==> src/rtl/pwm_pulse_decoder.sv <==
// rtl/pwm_pulse_decoder.sv - PWM pulse width/period decoder with short/long classification and fault strobes
// Measures in prescaled ticks; the tick on an edge cycle belongs to the interval that is ending.
module pwm_pulse_decoder #(
    parameter int TICK_DIV   = 2400,
    parameter int CW         = 8,
    parameter int SHORT_MAX  = 10,
    parameter int MAX_WIDTH  = 30,
    parameter int MIN_PERIOD = 100,
    parameter int MAX_PERIOD = 250
) (
    input  logic          clk_i,
    input  logic          rst_ni,
    input  logic          pwm_in_i,
    output logic [CW-1:0] width_o,
    output logic [CW-1:0] period_o,
    output logic          pulse_class_o,
    output logic          valid_o,
    output logic          width_err_o,
    output logic          period_err_o,
    output logic          sig_lost_o
);

    localparam int PW = (TICK_DIV > 1) ? $clog2(TICK_DIV) : 1;
    localparam logic [PW-1:0] PRESC_LAST   = PW'(TICK_DIV - 1);
    localparam logic [CW-1:0] SHORT_MAX_C  = CW'(SHORT_MAX);
    localparam logic [CW-1:0] MAX_WIDTH_C  = CW'(MAX_WIDTH);
    localparam logic [CW-1:0] MIN_PERIOD_C = CW'(MIN_PERIOD);
    localparam logic [CW-1:0] MAX_PERIOD_C = CW'(MAX_PERIOD);

    typedef enum logic [1:0] {
        IDLE = 2'd0,
        HIGH = 2'd1,
        LOW  = 2'd2
    } state_e;

    state_e        state_q, state_d;
    logic          s1_q, s2_q, s3_q;
    logic [PW-1:0] presc_q, presc_d;
    logic [CW-1:0] wcnt_q, wcnt_d;
    logic [CW-1:0] pcnt_q, pcnt_d;
    logic [CW-1:0] width_q, width_d;
    logic [CW-1:0] period_q, period_d;
    logic          class_q, class_d;
    logic          valid_q, valid_d;
    logic          werr_q, werr_d;
    logic          perr_q, perr_d;
    logic          lost_q, lost_d;

    logic          tick;
    logic          rise;
    logic          fall;
    logic [CW-1:0] wcnt_inc;
    logic [CW-1:0] pcnt_inc;

    function automatic logic [CW-1:0] sat_inc(input logic [CW-1:0] v);
        return (v == '1) ? v : v + 1'b1;
    endfunction

    assign tick     = (presc_q == PRESC_LAST);
    assign rise     = s2_q & ~s3_q;
    assign fall     = ~s2_q & s3_q;
    assign presc_d  = tick ? '0 : presc_q + 1'b1;
    // Counters already include this cycle's tick so an edge on a tick cycle credits the ending interval.
    assign wcnt_inc = tick ? sat_inc(wcnt_q) : wcnt_q;
    assign pcnt_inc = tick ? sat_inc(pcnt_q) : pcnt_q;

    always_comb begin
        state_d  = state_q;
        wcnt_d   = wcnt_q;
        pcnt_d   = pcnt_q;
        width_d  = width_q;
        period_d = period_q;
        class_d  = class_q;
        valid_d  = 1'b0;
        werr_d   = 1'b0;
        perr_d   = 1'b0;
        lost_d   = lost_q;
        case (state_q)
            IDLE: begin
                wcnt_d = '0;
                pcnt_d = '0;
                if (rise) begin
                    state_d = HIGH;
                end
            end
            HIGH: begin
                wcnt_d = wcnt_inc;
                pcnt_d = pcnt_inc;
                if (wcnt_inc > MAX_WIDTH_C) begin
                    werr_d  = 1'b1;
                    state_d = IDLE;
                    wcnt_d  = '0;
                    pcnt_d  = '0;
                end else if (fall) begin
                    state_d = LOW;
                end
            end
            LOW: begin
                pcnt_d = pcnt_inc;
                if (rise) begin
                    if (pcnt_inc >= MIN_PERIOD_C) begin
                        width_d  = wcnt_q;
                        period_d = pcnt_inc;
                        class_d  = (wcnt_q > SHORT_MAX_C);
                        valid_d  = 1'b1;
                        lost_d   = 1'b0;
                    end else begin
                        perr_d = 1'b1;
                    end
                    state_d = HIGH;
                    wcnt_d  = '0;
                    pcnt_d  = '0;
                end else if (pcnt_inc == MAX_PERIOD_C) begin
                    lost_d  = 1'b1;
                    state_d = IDLE;
                    wcnt_d  = '0;
                    pcnt_d  = '0;
                end
            end
            default: begin
                state_d = IDLE;
                wcnt_d  = '0;
                pcnt_d  = '0;
            end
        endcase
    end

    always_ff @(posedge clk_i or negedge rst_ni) begin
        if (!rst_ni) begin
            state_q  <= IDLE;
            s1_q     <= 1'b0;
            s2_q     <= 1'b0;
            s3_q     <= 1'b0;
            presc_q  <= '0;
            wcnt_q   <= '0;
            pcnt_q   <= '0;
            width_q  <= '0;
            period_q <= '0;
            class_q  <= 1'b0;
            valid_q  <= 1'b0;
            werr_q   <= 1'b0;
            perr_q   <= 1'b0;
            lost_q   <= 1'b1;
        end else begin
            state_q  <= state_d;
            s1_q     <= pwm_in_i;
            s2_q     <= s1_q;
            s3_q     <= s2_q;
            presc_q  <= presc_d;
            wcnt_q   <= wcnt_d;
            pcnt_q   <= pcnt_d;
            width_q  <= width_d;
            period_q <= period_d;
            class_q  <= class_d;
            valid_q  <= valid_d;
            werr_q   <= werr_d;
            perr_q   <= perr_d;
            lost_q   <= lost_d;
        end
    end

    assign width_o       = width_q;
    assign period_o      = period_q;
    assign pulse_class_o = class_q;
    assign valid_o       = valid_q;
    assign width_err_o   = werr_q;
    assign period_err_o  = perr_q;
    assign sig_lost_o    = lost_q;

endmodule

==> config.mk <==
export PLATFORM = sky130hd
export DESIGN_NAME = pwm_pulse_decoder
export DESIGN_NICKNAME = d
export VERILOG_FILES = /design/src/rtl/pwm_pulse_decoder.sv
export SDC_FILE = /design/constraint.sdc
export NUM_CORES = 1
export LEC_CHECK = 0
export ABC_AREA = 0
export ABC_CLOCK_PERIOD_IN_PS = 3400
export CAP_MARGIN = 20
export CORE_ASPECT_RATIO = 0.6
export CORE_MARGIN = 2
export CORE_UTILIZATION = 57
export CTS_CLUSTER_SIZE = 30
export DETAILED_ROUTE_END_ITERATION = 10
export PLACE_DENSITY = 0.89
export SYNTH_ARGS = -nofsm -noshare
export SYNTH_HDL_FRONTEND = slang
export SYNTH_SLANG_ARGS = --single-unit
==> constraint.sdc <==
create_clock -name clk_i -period 3.4 [get_ports clk_i]
set_clock_uncertainty 0.1 [all_clocks]
set_input_delay 0.68 -clock clk_i [delete_from_list [all_inputs] [get_ports clk_i]]
set_output_delay 0.68 -clock clk_i [all_outputs]
set_load 0.005 [all_outputs]
==> After elaboration in Yosys (flattened, before gate mapping) <==
Index checks and enable logic that the tools add are counted.
{ "totals": {"ff_bits": 54, "input_bits": 3, "output_inout_bits": 21} }
{ "classes": {"n_addsub": 3, "magnitude_cmp": 3, "eq_ne": 10, "muxes": 30, "bitwise": 4, "reduce_logical": 5} }
{ "ops": {"columns": ["cell", "n"], "rows": [
  ["two-way mux 8 bit", 10],
  ["case mux 8 bit (2 select lines)", 2],
  ["== test 8 bit (second input constant)", 3],
  ["adder 8 x 1 -> 8 bit (second input constant)", 2],
  ["adder 12 x 1 -> 12 bit (second input constant)", 1],
  ["== test 12 bit (second input constant)", 1],
  ["two-way mux 12 bit", 1],
  ["two-way mux 1 bit", 11],
  ["two-way mux 2 bit", 5],
  ["AND reduction 3 bit", 3],
  ["greater-or-equal comparator 8 x 7 -> 1 bit (second input constant)", 1],
  ["> comparator 8 x 4 -> 1 bit (second input constant)", 1],
  ["> comparator 8 x 5 -> 1 bit (second input constant)", 1],
  ["inequality test 3 bit (second input constant)", 2],
  ["case mux 2 bit (3 select lines)", 1],
  ["bitwise AND 1 bit", 2],
  ["== test 2 x 1 -> 1 bit (second input constant)", 1],
  ["== test 2 bit (second input constant)", 1],
  ["logical NOT 2 bit", 1],
  ["inequality test 2 x 1 -> 1 bit (second input constant)", 1],
  ["inequality test 2 bit (second input constant)", 1],
  ["inverter 1 bit", 2],
  ["nonzero test 2 bit", 1]
]} }

==> Longest topological paths before layout <==
{ "logic_depth": {"ltp_word": 7, "depth_mapped": 11, "ltp_nobuf": 9} }

==> Least setup slack after synthesis <==
Ideal clock, no wire load.
{ "synth_path": {"kind": "register to register", "startpoint": "register presc_q[0]", "endpoint": "register wcnt_q[3]", "setup_ns": 0.092, "arrival_ns": 2.687, "setup_slack_ns": 0.522, "path_stages_with_launch": 10, "n_path_buf": 1, "path_cell_list": "dfrtp_1 ha_1 and4_1 and3_1 and2_1 buf_4 mux2i_1 o41a_1 or4b_4 o31ai_2"} }
{ "synth_via": {"elab_chain_len": 5} }
{ "synth_rtl": {"columns": ["item", "line", "text"], "rows": [
  ["start: declaration", "38", "logic [PW-1:0] presc_q, presc_d;"],
  ["start signal: assignment", "149", "presc_q <= presc_d;"],
  ["== test 12 bit *", "59", "assign tick = (presc_q == PRESC_LAST);"],
  ["two-way mux 8 bit", "64", "assign wcnt_inc = tick ? sat_inc(wcnt_q) : wcnt_q;"],
  ["> comparator 8 x 5 -> 1 bit", "89", "if (wcnt_inc > MAX_WIDTH_C) begin"],
  ["two-way mux 8 bit", "89", null],
  ["case mux 8 bit (2 select lines)", "78", "case (state_q)"],
  ["end signal: assignment", "150", "wcnt_q <= wcnt_d;"],
  ["end: declaration", "39", "logic [CW-1:0] wcnt_q, wcnt_d;"]
]} }
Every way passes the cells marked *; elsewhere a longest branch is shown, timed or not.
A chain may end at the register's enable or synchronous reset.

==> Final worst setup path <==
{ "layout_path": {"startpoint": "register presc_q[0]", "endpoint": "register pcnt_q[3]"} }
{ "layout_via": {"elab_chain_len": 6} }
{ "layout_rtl": {"columns": ["item", "line", "text"], "rows": [
  ["== test 12 bit *", "59", null],
  ["branches (longest 4 deep; another with > comparator 8 x 5 -> 1 bit)", null, null],
  ["case mux 8 bit (2 select lines) *", "78", null],
  ["via pcnt_d[3]", "40", "logic [CW-1:0] pcnt_q, pcnt_d;"],
  ["end signal: assignment", "151", "pcnt_q <= pcnt_d;"],
  ["end: declaration", "40", null]
]} }
Mark *: on every way through the listed nets, which the timed path passes.

==> out/qor.yml <==
worst_setup_path:
  reg2reg_to: "pcnt_q[3]$_DFF_PN0_"
  slowest_delay_ps: 560
  r2r-start: "presc_q[0]$_DFF_PN0_"
  crit_path_cell_trace: "ha_1, and4_1, and3_1, and2_1, mux2i_1, o41a_1, buf_4, o21ai_1, nor2_1"
  cp-start-kind: "flip-flop"
  crit_arrival_ps: 3260
  worstRegToRegCells: 9
  reg2reg_slack_ps: 210
  critPathKind: "reg2reg"
  cp-end-kind: "flip-flop"
  critical_path_required_ps: 3470
  cp_max_fo: 8
  cp_slowest_cell: "o41a_1"
  crit_path_start: "presc_q[0]$_DFF_PN0_"
synth:
  synth_seq_cells: 54
  ys_warn_count: 0
  syn_area_um2: 2670
  syn_nets: 269
  syn_area_per_cell_um2: 10.4
  synth_flop_cell: "dfrtp_1"
  synth_edf_count: 0
  synth_seq_area_share_pct: 50.6
  synth.distinct_cells: 43
  syn_inst: 258
  async_reset_ff_share_pct: 100
finish:
  mostFrequentLayoutCells: "dfrtp_1, nor2_1, clkdlybuf4s50_1"
  layout_commonest_cell: "dfrtp_1"
  fillers: 365
  area_growth_pct: 14.0
  drive_gt1_share_pct: 6.03
  num_antenna_cells: 0
  final_cells: 345
  nets: 292
floorplanning:
  fp.coreArea_um2: 4540
  ios: 24
  initial_utilization_pct: 58.9
  dieArea_um2: 5270
  die_y_um: 57.0
  die_width_um: 92.4
  num_rows: 19
min_path:
  worstHoldPathType: "in2async"
route:
  drc: 0
  first_iter_violations: 124
  wl_per_cell_um: 14.3
  viasPerCell: 5.54
  routed-via-count: 1911
  postRouteAntennaNets: 0
  wirelength_mm: 4.92
  firstDrtPassIters: 4
power_and_ir_drop:
  p_sw_share_pct: 28.0
  intPower_mw: 0.903
  p_comb_share_pct: 18.2
  power.leakage_nw: 1.39
  peakVddDrop_v: 0.000458
  switchingPower_mw: 0.351
  finalPower_mw: 1.25
  pwr-share-seq_pct: 53.5
  clkPwrFrac_pct: 28.3
  pwr_density_cell_nw_per_um2: 412
cts:
  path_clk_slew_ps: 90
  cts_buffer_depth: 2
  cts_sinks: 54
  cts_buffers: 5
  cts_max_level: 2
  cts-root-buf: "clkbuf_8"
  hold_buffers: 0
  insertion_delay_ps: 300
  cts_tree: "built"
sta:
  fin_crit_sh_pct: 93.8
  rsz0062_at_grt: "no"
  period_needed_ps: 3190
  tns_ps: 0
  drv_slew: 0
  relSlewSlack_pct: 63.3
  hold_violations: 0
  worst_pin_slew_ps: 550
  setup_viol: 0
  max_freq_ghz: 0.313
global_routing:
  antenna_found_initial: 0
  grt_max_degree: 30
  overflow: 0
  grt_pass1_wl_mm: 8.48
  grt_pass1_vias: 1820
  track_usage_pct: 20.4
placement:
  hpwl_mm: 3.74
  io_buffers: 23
  gp_congestion: 0.880
  dp.cells: 337
outcome:
  status: "finished, final reports clean"
run:
  cap_violations: 0
## cell families after synthesis
family	after synthesis	share of synthesized area, %
AO/OA/AOI/OAI	40	9.22
XOR/XNOR	16	5.24
adder cells (fa/ha/maj)	8	3.75
buffers and inverters	25	3.93
flip-flops	54	50.6
multiplexers	20	7.96
AND/OR/NAND/NOR	95	19.3
## worst max-delay path, delay by kind of cell (launching register included)
kind,cells,cell delay (ps)
buf+inv,1,210
fa+ha+maj,1,220
flops,1,410
compound gates,2,1000
mux,1,180
simple gates,4,940
## sequential cells by signal (all words and copies together), names as in the netlist, 2 cells and up
| name | count |
|---|---|
| width_o | 8 |
| state_q | 2 |
| wcnt_q | 8 |
| presc_q | 12 |
| period_o | 8 |
| pcnt_q | 8 |
## cells in the mapped netlist, types with 2 or more instances
master / count / area [um2]
dfrtp_1: 53 / 1330
nor2_1: 25 / 93.8
nand3_1: 17 / 85.1
inv_1: 13 / 48.8
mux2_1: 10 / 113
mux2i_1: 10 / 100
nand2_1: 10 / 37.5
o21ai_1: 10 / 50.1
a21oi_1: 9 / 45.0
and2_1: 8 / 50.1
ha_1: 8 / 100
xnor2_1: 8 / 70.1
xor2_1: 8 / 70.1
and3_1: 6 / 37.5
buf_2: 6 / 30.0
a31oi_1: 5 / 31.3
o21ai_0: 5 / 25.0
clkbuf_1: 4 / 15.0
nand2b_1: 4 / 25.0
nor3_1: 4 / 20.0
nand3b_1: 3 / 22.5
nand4_1: 3 / 18.8
nor2b_1: 3 / 18.8
o31ai_1: 3 / 22.5
and4_1: 2 / 17.5
o41a_1: 2 / 22.5
or3_1: 2 / 12.5
or4_1: 2 / 15.0
## worst max-delay path by stage
stage / slack, ps / end
after global routing: 40 / pcnt_q[3]$_DFF_PN0_
final: 210 / pcnt_q[3]$_DFF_PN0_
after global placement: 340 / wcnt_q[3]$_DFFE_PN0P_
after CTS: 160 / wcnt_q[3]$_DFFE_PN0P_
after floorplan: 520 / wcnt_q[3]$_DFFE_PN0P_
after detailed placement: 180 / wcnt_q[3]$_DFFE_PN0P_
## timing repair
item | in CTS | in global routing
setup buffers | 0 | 0
setup endpoints to repair | 0 | 8
gates resized for setup | 0 | 1
## layout make-up
cell class                      instances  area, um2  area share (%)
Clock buffer                            8       90.1            2.96
Inverter                               14       52.6            1.73
Multi-Input combinational cell        179       1220            39.9
Sequential cell                        54       1350            44.4
Tap cell                               63       78.8            2.59
Timing Repair Buffer                   27        255            8.38
## per-stage QoR
| stage | area (um2) | setup WS [ps] | hold WS [ps] | utilization, % |
|---|---|---|---|---|
| after global placement | 2950 | 338 | 238 | 65.1 |
| after detailed placement | 2950 | 180 | 249 | 65.1 |
| after floorplan | 2670 | 522 | 231 | - |
| after CTS | 3040 | 156 | 268 | 67.0 |
| after global routing | 3050 | 43.9 | 272 | 67.1 |
| final | 3050 | 210 | 254 | 67.1 |
## power by group through the flow
stage	combinational, mW	clock, mW	sequential [mW]
2_1_floorplan	0.162	0	0.681
3_3_place_gp	0.218	0	0.684
3_5_place_dp	0.227	0	0.684
4_1_cts	0.228	0.366	0.671
5_1_grt	0.263	0.397	0.674
6_report	0.229	0.355	0.671
## metal layers
layer,wire length (um),GRT usage (%)
met1,2450,29.8
met2,2200,31.6
met3,240,4.62
met4,27,4.90
met5,0,0
(Power assumes the default switching activity.)
